[src/rtl/riscv_pkg.sv]
// Shared RISC-V pipeline definitions: datapath width default, register index width, ALU opcodes.
package riscv_pkg;
    localparam int XLEN_DEFAULT = 32;
    localparam int REG_ADDR_W   = 5;

    typedef enum logic [3:0] {
        ALU_ADD = 4'd0,
        ALU_SUB = 4'd1,
        ALU_AND = 4'd2,
        ALU_OR  = 4'd3
    } alu_ctrl_e;
endpackage

[src/rtl/id_ex_stage_if.sv]
// ID/EX stage bus: decode-side handshake, forwarding sources and ALU-side handshake.
interface id_ex_stage_if
    import riscv_pkg::*;
#(
    parameter int XLEN = XLEN_DEFAULT
);
    logic                  in_valid;
    logic                  in_ready;
    logic [REG_ADDR_W-1:0] in_rs1_addr;
    logic [REG_ADDR_W-1:0] in_rs2_addr;
    logic [XLEN-1:0]       in_rs1_data;
    logic [XLEN-1:0]       in_rs2_data;
    logic [XLEN-1:0]       in_imm;
    logic                  in_use_imm;
    logic [3:0]            in_alu_ctrl;
    logic [REG_ADDR_W-1:0] in_rd_addr;
    logic                  in_reg_write;
    logic                  flush;
    logic                  mem_reg_write;
    logic [REG_ADDR_W-1:0] mem_rd_addr;
    logic [XLEN-1:0]       mem_result;
    logic                  wb_reg_write;
    logic [REG_ADDR_W-1:0] wb_rd_addr;
    logic [XLEN-1:0]       wb_result;
    logic                  out_valid;
    logic                  out_ready;
    logic [XLEN-1:0]       out_a;
    logic [XLEN-1:0]       out_b;
    logic [3:0]            out_alu_ctrl;
    logic [REG_ADDR_W-1:0] out_rd_addr;
    logic                  out_reg_write;

    // master: decode/ALU environment; slave: the ID/EX stage itself
    modport master (
        output in_valid, in_rs1_addr, in_rs2_addr, in_rs1_data, in_rs2_data,
               in_imm, in_use_imm, in_alu_ctrl, in_rd_addr, in_reg_write, flush,
               mem_reg_write, mem_rd_addr, mem_result,
               wb_reg_write, wb_rd_addr, wb_result, out_ready,
        input  in_ready, out_valid, out_a, out_b, out_alu_ctrl, out_rd_addr, out_reg_write
    );

    modport slave (
        input  in_valid, in_rs1_addr, in_rs2_addr, in_rs1_data, in_rs2_data,
               in_imm, in_use_imm, in_alu_ctrl, in_rd_addr, in_reg_write, flush,
               mem_reg_write, mem_rd_addr, mem_result,
               wb_reg_write, wb_rd_addr, wb_result, out_ready,
        output in_ready, out_valid, out_a, out_b, out_alu_ctrl, out_rd_addr, out_reg_write
    );
endinterface

[src/rtl/id_ex_stage_fwd_mux.sv]
// Operand forwarding mux (EX/MEM over MEM/WB over register file). Bypass only when FORWARD_EN is defined.
module fwd_mux
    import riscv_pkg::*;
#(
    parameter int XLEN = XLEN_DEFAULT
) (
    input  logic [REG_ADDR_W-1:0] rs_addr,
    input  logic [XLEN-1:0]       rf_data,
    input  logic                  mem_reg_write,
    input  logic [REG_ADDR_W-1:0] mem_rd_addr,
    input  logic [XLEN-1:0]       mem_result,
    input  logic                  wb_reg_write,
    input  logic [REG_ADDR_W-1:0] wb_rd_addr,
    input  logic [XLEN-1:0]       wb_result,
    output logic [XLEN-1:0]       operand
);
`ifdef FORWARD_EN
    // x0 is hardwired zero and must never pick up a forwarded value
    always_comb begin
        operand = rf_data;
        if (rs_addr == '0)
            operand = '0;
        else if (mem_reg_write && (mem_rd_addr == rs_addr))
            operand = mem_result;
        else if (wb_reg_write && (wb_rd_addr == rs_addr))
            operand = wb_result;
    end
`else
    logic unused_fwd;
    assign unused_fwd = ^{rs_addr, mem_reg_write, mem_rd_addr, mem_result,
                          wb_reg_write, wb_rd_addr, wb_result};
    assign operand    = rf_data;
`endif
endmodule

[src/rtl/id_ex_stage.sv]
// ID/EX pipeline register with valid/ready handshake, flush and optional operand forwarding
// (forwarding enabled by defining FORWARD_EN).
module id_ex_stage
    import riscv_pkg::*;
#(
    parameter int XLEN = XLEN_DEFAULT
) (
    input logic           clk,
    input logic           rst_n,
    id_ex_stage_if.slave  bus
);
    logic [XLEN-1:0]       fwd_a;
    logic [XLEN-1:0]       fwd_b;
    logic                  capture;
    logic                  vld_p0;
    logic [XLEN-1:0]       a_p0;
    logic [XLEN-1:0]       b_p0;
    logic [3:0]            alu_ctrl_p0;
    logic [REG_ADDR_W-1:0] rd_addr_p0;
    logic                  reg_write_p0;

    fwd_mux #(.XLEN(XLEN)) u_fwd_a (
        .rs_addr       (bus.in_rs1_addr),
        .rf_data       (bus.in_rs1_data),
        .mem_reg_write (bus.mem_reg_write),
        .mem_rd_addr   (bus.mem_rd_addr),
        .mem_result    (bus.mem_result),
        .wb_reg_write  (bus.wb_reg_write),
        .wb_rd_addr    (bus.wb_rd_addr),
        .wb_result     (bus.wb_result),
        .operand       (fwd_a)
    );

    fwd_mux #(.XLEN(XLEN)) u_fwd_b (
        .rs_addr       (bus.in_rs2_addr),
        .rf_data       (bus.in_rs2_data),
        .mem_reg_write (bus.mem_reg_write),
        .mem_rd_addr   (bus.mem_rd_addr),
        .mem_result    (bus.mem_result),
        .wb_reg_write  (bus.wb_reg_write),
        .wb_rd_addr    (bus.wb_rd_addr),
        .wb_result     (bus.wb_result),
        .operand       (fwd_b)
    );

    assign bus.in_ready = !vld_p0 || bus.out_ready;
    assign capture      = bus.in_valid && bus.in_ready && !bus.flush;

    // ID -> EX boundary; flush wins over both capture and hold
    always_ff @(posedge clk or negedge rst_n) begin
        if (!rst_n) begin
            vld_p0       <= 1'b0;
            a_p0         <= '0;
            b_p0         <= '0;
            alu_ctrl_p0  <= 4'(ALU_ADD);
            rd_addr_p0   <= '0;
            reg_write_p0 <= 1'b0;
        end else begin
            if (bus.flush)
                vld_p0 <= 1'b0;
            else if (capture)
                vld_p0 <= 1'b1;
            else if (bus.out_ready)
                vld_p0 <= 1'b0;

            if (capture) begin
                a_p0         <= fwd_a;
                b_p0         <= bus.in_use_imm ? bus.in_imm : fwd_b;
                alu_ctrl_p0  <= bus.in_alu_ctrl;
                rd_addr_p0   <= bus.in_rd_addr;
                reg_write_p0 <= bus.in_reg_write;
            end
        end
    end

    assign bus.out_valid     = vld_p0;
    assign bus.out_a         = a_p0;
    assign bus.out_b         = b_p0;
    assign bus.out_alu_ctrl  = alu_ctrl_p0;
    assign bus.out_rd_addr   = rd_addr_p0;
    assign bus.out_reg_write = reg_write_p0;
endmodule

[src/flat_wrapper.sv]
// flat-port wrapper written by rule: the top's interface ports become plain ports
module id_ex_stage_flat import riscv_pkg::*;
#(
    parameter int XLEN = XLEN_DEFAULT
)
  (clk, rst_n, bus_in_valid, bus_in_rs1_addr, bus_in_rs2_addr, bus_in_rs1_data, bus_in_rs2_data, bus_in_imm, bus_in_use_imm, bus_in_alu_ctrl, bus_in_rd_addr, bus_in_reg_write, bus_flush, bus_mem_reg_write, bus_mem_rd_addr, bus_mem_result, bus_wb_reg_write, bus_wb_rd_addr, bus_wb_result, bus_out_ready, bus_in_ready, bus_out_valid, bus_out_a, bus_out_b, bus_out_alu_ctrl, bus_out_rd_addr, bus_out_reg_write);
  id_ex_stage_if #(.XLEN(XLEN)) bus_i ();
  input logic clk;
  input logic rst_n;
  input wire logic [$bits(bus_i.in_valid)-1:0] bus_in_valid;
  input wire logic [$bits(bus_i.in_rs1_addr)-1:0] bus_in_rs1_addr;
  input wire logic [$bits(bus_i.in_rs2_addr)-1:0] bus_in_rs2_addr;
  input wire logic [$bits(bus_i.in_rs1_data)-1:0] bus_in_rs1_data;
  input wire logic [$bits(bus_i.in_rs2_data)-1:0] bus_in_rs2_data;
  input wire logic [$bits(bus_i.in_imm)-1:0] bus_in_imm;
  input wire logic [$bits(bus_i.in_use_imm)-1:0] bus_in_use_imm;
  input wire logic [$bits(bus_i.in_alu_ctrl)-1:0] bus_in_alu_ctrl;
  input wire logic [$bits(bus_i.in_rd_addr)-1:0] bus_in_rd_addr;
  input wire logic [$bits(bus_i.in_reg_write)-1:0] bus_in_reg_write;
  input wire logic [$bits(bus_i.flush)-1:0] bus_flush;
  input wire logic [$bits(bus_i.mem_reg_write)-1:0] bus_mem_reg_write;
  input wire logic [$bits(bus_i.mem_rd_addr)-1:0] bus_mem_rd_addr;
  input wire logic [$bits(bus_i.mem_result)-1:0] bus_mem_result;
  input wire logic [$bits(bus_i.wb_reg_write)-1:0] bus_wb_reg_write;
  input wire logic [$bits(bus_i.wb_rd_addr)-1:0] bus_wb_rd_addr;
  input wire logic [$bits(bus_i.wb_result)-1:0] bus_wb_result;
  input wire logic [$bits(bus_i.out_ready)-1:0] bus_out_ready;
  output wire logic [$bits(bus_i.in_ready)-1:0] bus_in_ready;
  output wire logic [$bits(bus_i.out_valid)-1:0] bus_out_valid;
  output wire logic [$bits(bus_i.out_a)-1:0] bus_out_a;
  output wire logic [$bits(bus_i.out_b)-1:0] bus_out_b;
  output wire logic [$bits(bus_i.out_alu_ctrl)-1:0] bus_out_alu_ctrl;
  output wire logic [$bits(bus_i.out_rd_addr)-1:0] bus_out_rd_addr;
  output wire logic [$bits(bus_i.out_reg_write)-1:0] bus_out_reg_write;
  assign bus_i.in_valid = bus_in_valid;
  assign bus_i.in_rs1_addr = bus_in_rs1_addr;
  assign bus_i.in_rs2_addr = bus_in_rs2_addr;
  assign bus_i.in_rs1_data = bus_in_rs1_data;
  assign bus_i.in_rs2_data = bus_in_rs2_data;
  assign bus_i.in_imm = bus_in_imm;
  assign bus_i.in_use_imm = bus_in_use_imm;
  assign bus_i.in_alu_ctrl = bus_in_alu_ctrl;
  assign bus_i.in_rd_addr = bus_in_rd_addr;
  assign bus_i.in_reg_write = bus_in_reg_write;
  assign bus_i.flush = bus_flush;
  assign bus_i.mem_reg_write = bus_mem_reg_write;
  assign bus_i.mem_rd_addr = bus_mem_rd_addr;
  assign bus_i.mem_result = bus_mem_result;
  assign bus_i.wb_reg_write = bus_wb_reg_write;
  assign bus_i.wb_rd_addr = bus_wb_rd_addr;
  assign bus_i.wb_result = bus_wb_result;
  assign bus_i.out_ready = bus_out_ready;
  assign bus_in_ready = bus_i.in_ready;
  assign bus_out_valid = bus_i.out_valid;
  assign bus_out_a = bus_i.out_a;
  assign bus_out_b = bus_i.out_b;
  assign bus_out_alu_ctrl = bus_i.out_alu_ctrl;
  assign bus_out_rd_addr = bus_i.out_rd_addr;
  assign bus_out_reg_write = bus_i.out_reg_write;
  id_ex_stage #(.XLEN(XLEN)) u_core (.clk(clk), .rst_n(rst_n), .bus(bus_i));
endmodule
[config.mk]
export PLATFORM = sky130hd
export DESIGN_NAME = id_ex_stage_flat
export DESIGN_NICKNAME = d
export VERILOG_FILES = /design/src/rtl/riscv_pkg.sv /design/src/rtl/id_ex_stage_if.sv /design/src/rtl/id_ex_stage_fwd_mux.sv /design/src/rtl/id_ex_stage.sv /design/src/flat_wrapper.sv
export SDC_FILE = /design/constraint.sdc
export NUM_CORES = 1
export LEC_CHECK = 0
export BUFFER_PORTS_ARGS = -buffer_cell sky130_fd_sc_hd__buf_2
export CORE_UTILIZATION = 30
export CTS_BUF_LIST = sky130_fd_sc_hd__clkbuf_8
export DETAILED_ROUTE_END_ITERATION = 8
export PLACE_DENSITY = 0.64
export SYNTH_ARGS = -nofsm -noshare
export SYNTH_HDL_FRONTEND = slang
export SYNTH_SLANG_ARGS = --single-unit
[constraint.sdc]
create_clock -name clk -period 1.7 [get_ports clk]
set_input_delay 0.34 -clock clk [delete_from_list [all_inputs] [get_ports clk]]
set_output_delay 0.34 -clock clk [all_outputs]
set_load 0.02 [all_outputs]
-- Word-level counts from Yosys, hierarchy flattened
Cells that the tools add are included.
W data, S select, Z words.
- register bits after elaboration: 75
- output and inout bits: 76
- bits of input ports: 198
- multiplexer cells: 4
- reduce and logical (&&, ||, !) cells: 6
- operators with widths (operator ; count):
    $mux W32 ; 1
    $mux W1 ; 3
    $reduce_bool A3 Y1 ; 1
    $logic_and A1 B1 Y1 ; 2
    $logic_not A1 Y1 ; 2
    $logic_or A1 B1 Y1 ; 1

-- Depth between registers and ports, before layout
- word-level depth: 6
- depth in mapped cells: 5

-- Cells and area by module
From an unflattened synthesis, not the netlist that was laid out.
- cell total of the unflattened synthesis: 262
- area, all modules: 3988.8 um2
- by module, submodules not included (module ; cells each ; instances ; seq. area each (um2) ; area an instance (um2)):
    id_ex_stage ; 198 ; 1 ; 1876.8 ; 3508.4
    fwd_mux ; 32 ; 2 ; 0.0 ; 240.2

-- Worst setup path after synthesis
No wires, ideal clock.
- path kind: reg-to-reg
- from: register u_core.vld_p0, in the netlist u_core.bus.out_valid
- to: register u_core.a_p0[0], in the netlist u_core.bus.out_a[0]
- data arrival time: 1429 ps
- stages on the path, launching flop included: 6
- setup slack: 146 ps
- required time: 1575 ps
- cell sequence: dfrtp_1 nor2b_4 nor3b_2 buf_6 buf_12 mux2_4
- cells in the longest elaborated chain, start to end: 4
- ends and longest elaborated chain (item ; RTL line ; text):
    start: declaration ; id_ex_stage.sv:15 ; logic vld_p0;
    start signal: assignment ; id_ex_stage.sv:52 ; vld_p0 <= 1'b0;
    start signal: assignment ; id_ex_stage.sv:60 ; vld_p0 <= 1'b0;
    start signal: assignment ; id_ex_stage.sv:62 ; vld_p0 <= 1'b1;
    $logic_not A1 Y1 ; id_ex_stage.sv:46 ; assign bus.in_ready = !vld_p0 || bus.out_ready;
    $logic_or A1 B1 Y1 ; id_ex_stage.sv:46 ;
    $logic_and A1 B1 Y1 (2 in series) ; id_ex_stage.sv:47 ; assign capture = bus.in_valid && bus.in_ready && !bus.flush;
    end signal: assignment ; id_ex_stage.sv:67 ; a_p0 <= fwd_a;
    end: declaration ; id_ex_stage.sv:16 ; logic [XLEN-1:0] a_p0;
Every way passes these cells.
A chain may end at the register's enable or synchronous reset.

-- Final worst setup path
- from: register u_core.vld_p0, in the netlist u_core.bus.out_valid
- to: register u_core.a_p0[24], in the netlist u_core.bus.out_a[24]
Same word-level chain as after synthesis.

==> results.ini <==
[clocking]
cts-resized-gates = 0
cts_tree = built
postCtsHoldBufs = 0
clockBufferDepth = 2
ctsRootBufferMaster = clkbuf_8
insertion_delay_ps = 340
cts_buffer_count = 9
cts_max_level = 3
tritoncts_num_sinks = 75
post_cts.repair.setup_buffers = 0
clkSlewWorstSetupHoldPaths_ps = 70

[sta]
final_min_period_over_clock_period_pct = 93.9
timing.fmax_ghz = 0.626
timing.setup.tns_ps = 0
finalSetupViolCount = 0
skew_ps = 5.56
timing.slew.headroom_pct = 73.9
final-hold-violation-count = 0
report.final.slew_viol_count = 0
finalCriticalPeriod_ps = 1600
timing_worst_slew_pin_value_ps = 391
rsz0062_at_grt = false

[setup_path]
rr_startpoint = u_core.bus.out_valid
endpoint_kind = register
critical_path_startpoint_category = register
r2r_cells = 5
critical_path_arrival_ps = 1810
timing.critical_path.fanout_max = 24
worst-endpoint-required_ps = 1920
critPathCapture = u_core.bus.out_a[24]
timing.setup.critical_path_class = reg2reg
critical_path.reg2reg.endpoint = u_core.bus.out_a[24]
timing.critical_path.from = u_core.bus.out_valid
worst-r2r-setup-slack_ps = 100

[die]
ios = 274
placementRows = 39
die_h_um = 110
initial_utilization_pct = 30.7
design.core.area_um2 = 11400
die_width_um = 110
die_area_um2 = 12100

[place]
place_hpwl_um = 5310
numPortBuffers = 187
gp_routability_congestion = 0.668

[logic_synthesis]
synth_cell_type_count = 12
synth_largest_area_cell = dfrtp_1
synthesis.instances = 198
syn-mean-instance-area_um2 = 17.7
yosys_warnings = 0
area_fraction_of_the_dominant_cell_type_after_synthesis_pct = 53.5
synth-seq-area-share_pct = 53.5
synth_nets = 396
synth.ff_latch_count = 75
synth.area.top_cells = dfrtp_1 (53%), mux2_4 (26%), mux2_2 (14%), buf_12 (3.4%), buf_6 (1.3%)
synth_area_um2 = 3510

[routing]
drtPass1Iterations = 6
drt.antenna.violating_nets = 0
drc_markers = 0
route.detailed.wl_per_inst_um = 13.3
route.detailed.vias_per_inst = 4.28
detail_route.iter0.violations = 50
vias = 2323
detail_route.wirelength_um = 7210

[layout]
finish.net_count = 594
diodes = 0
area_added_between_synthesis_and_finish_pct = 37.5
final_layout_size_suffix_gt1_share_pct = 80.3
finish.utilization_pct = 42.3

[run]
max_cap_violations = 0

[global_route]
initial_antenna_violation_count = 0
grt_overflow_total = 0
largest_net_degree_at_the_start_of_global_routing = 76
grtUsageTotal_pct = 11.8
wire_length_of_the_first_global_routing_pass_um = 11000
grt_pass1_vias = 2368

[power]
power.ir.vdd_worst_v = 0.000467
cell_pwr_density_nw_per_um2 = 1110
p_leak_nw = 2.45

[worst_hold_path]
worst_hold_path_type = in2async

[run_status]
outcome = finished, final reports clean

[flip-flops by register name, summed over array words and instances (netlist names)]
signal and cells:
u_core.bus.out_reg_write 1, u_core.bus.out_a 32, u_core.bus.out_valid 1, u_core.bus.out_b 32, u_core.bus.out_rd_addr 5, u_core.bus.out_alu_ctrl 4
[synthesized netlist by cell type, drive strengths merged]
| cell type | instances |
|---|---|
| dfrtp | 75 |
| inv | 1 |
| nor3b | 1 |
| clkbuf | 1 |
| nor2b | 1 |
| nor2 | 2 |
| buf | 11 |
| mux2 | 106 |
[metal layers]
layer | GRT usage (%) | vias to the layer above | wire [µm]
li1 | - | 1094 | -
met1 | 14.3 | 1111 | 3070
met2 | 19.7 | 111 | 3440
met3 | 3.88 | 7 | 632
met4 | 4.23 | 0 | 70
met5 | 0 | - | 0
[layout by cell type, fill, tap and decap left out]
cell / synthesis / routed
buf_12: 6 / 5
buf_2: 1 / 186
buf_4: 0 / 8
bufinv_16: 0 / 2
clkbuf_8: 0 / 10
clkinv_2: 0 / 2
clkinvlp_4: 0 / 1
dfrtp_1: 75 / 75
inv_1: 1 / 1
mux2_1: 1 / 1
mux2_2: 45 / 45
mux2_4: 60 / 60
nor2_1: 2 / 2
nor2b_4: 1 / 1
nor3b_4: 0 / 1
[cells by family (layout without fill, tap and decap cells)]
logic type,Yosys count,count (layout),synth area share [%]
DFF,75,75,53.5
buffers and inverters,13,215,5.10
and+or+nand+nor,4,4,0.963
muxes,106,106,40.4
[worst min-delay path by stage]
stage                     start                    to  slack [ps]  cells after the start
after floorplan           rst_n   u_core.bus.out_a[0]          40                      0
after global placement    rst_n  u_core.bus.out_b[13]         380                      2
after detailed placement  rst_n  u_core.bus.out_b[11]         390                      2
after CTS                 rst_n  u_core.bus.out_b[11]           3                      2
after global routing      rst_n  u_core.bus.out_b[11]          20                      2
final                     rst_n   u_core.bus.out_b[9]           8                      2
[where the power goes]
part	internal [W]	switching [W]	total (W)
Sequential	0.00210	0.000174	0.00228
Clock	0.000854	0.000632	0.00149
Combinational	0.000806	0.000779	0.00159
[final cells by class]
type                    instances  area (µm²)
clock buffers                  10         138
clock inverters                 5        77.6
fillers                      1078        6590
inverters                       1        3.75
multi-input cells             110        1460
flip-flops and latches         75        1880
well taps                     143         179
repair buffers                199        1090
[stage by stage]
stage | setup slack (ps) | std cells | hold WS (ps) | instance area [µm²] | total power [W]
final | 103 | 543 | 8.45 | 4820 | 0.00535
after global routing | 29.7 | 543 | 21.2 | 4820 | 0.00565
after CTS | 91.2 | 543 | 3.00 | 4820 | 0.00545
after detailed placement | 103 | 528 | 387 | 4610 | 0.00391
after global placement | 126 | 528 | 384 | 4610 | 0.00388
after floorplan | 146 | 198 | 44.4 | 3510 | 0.00333
[critical path: stages, from the launching register on]
cell and delay (ps):
dfrtp_1 380, nor2b_4 140, nor3b_4 200, buf_12 230, buf_12 200, mux2_4 310
No activity file was read; power rests on OpenSTA's default activity.
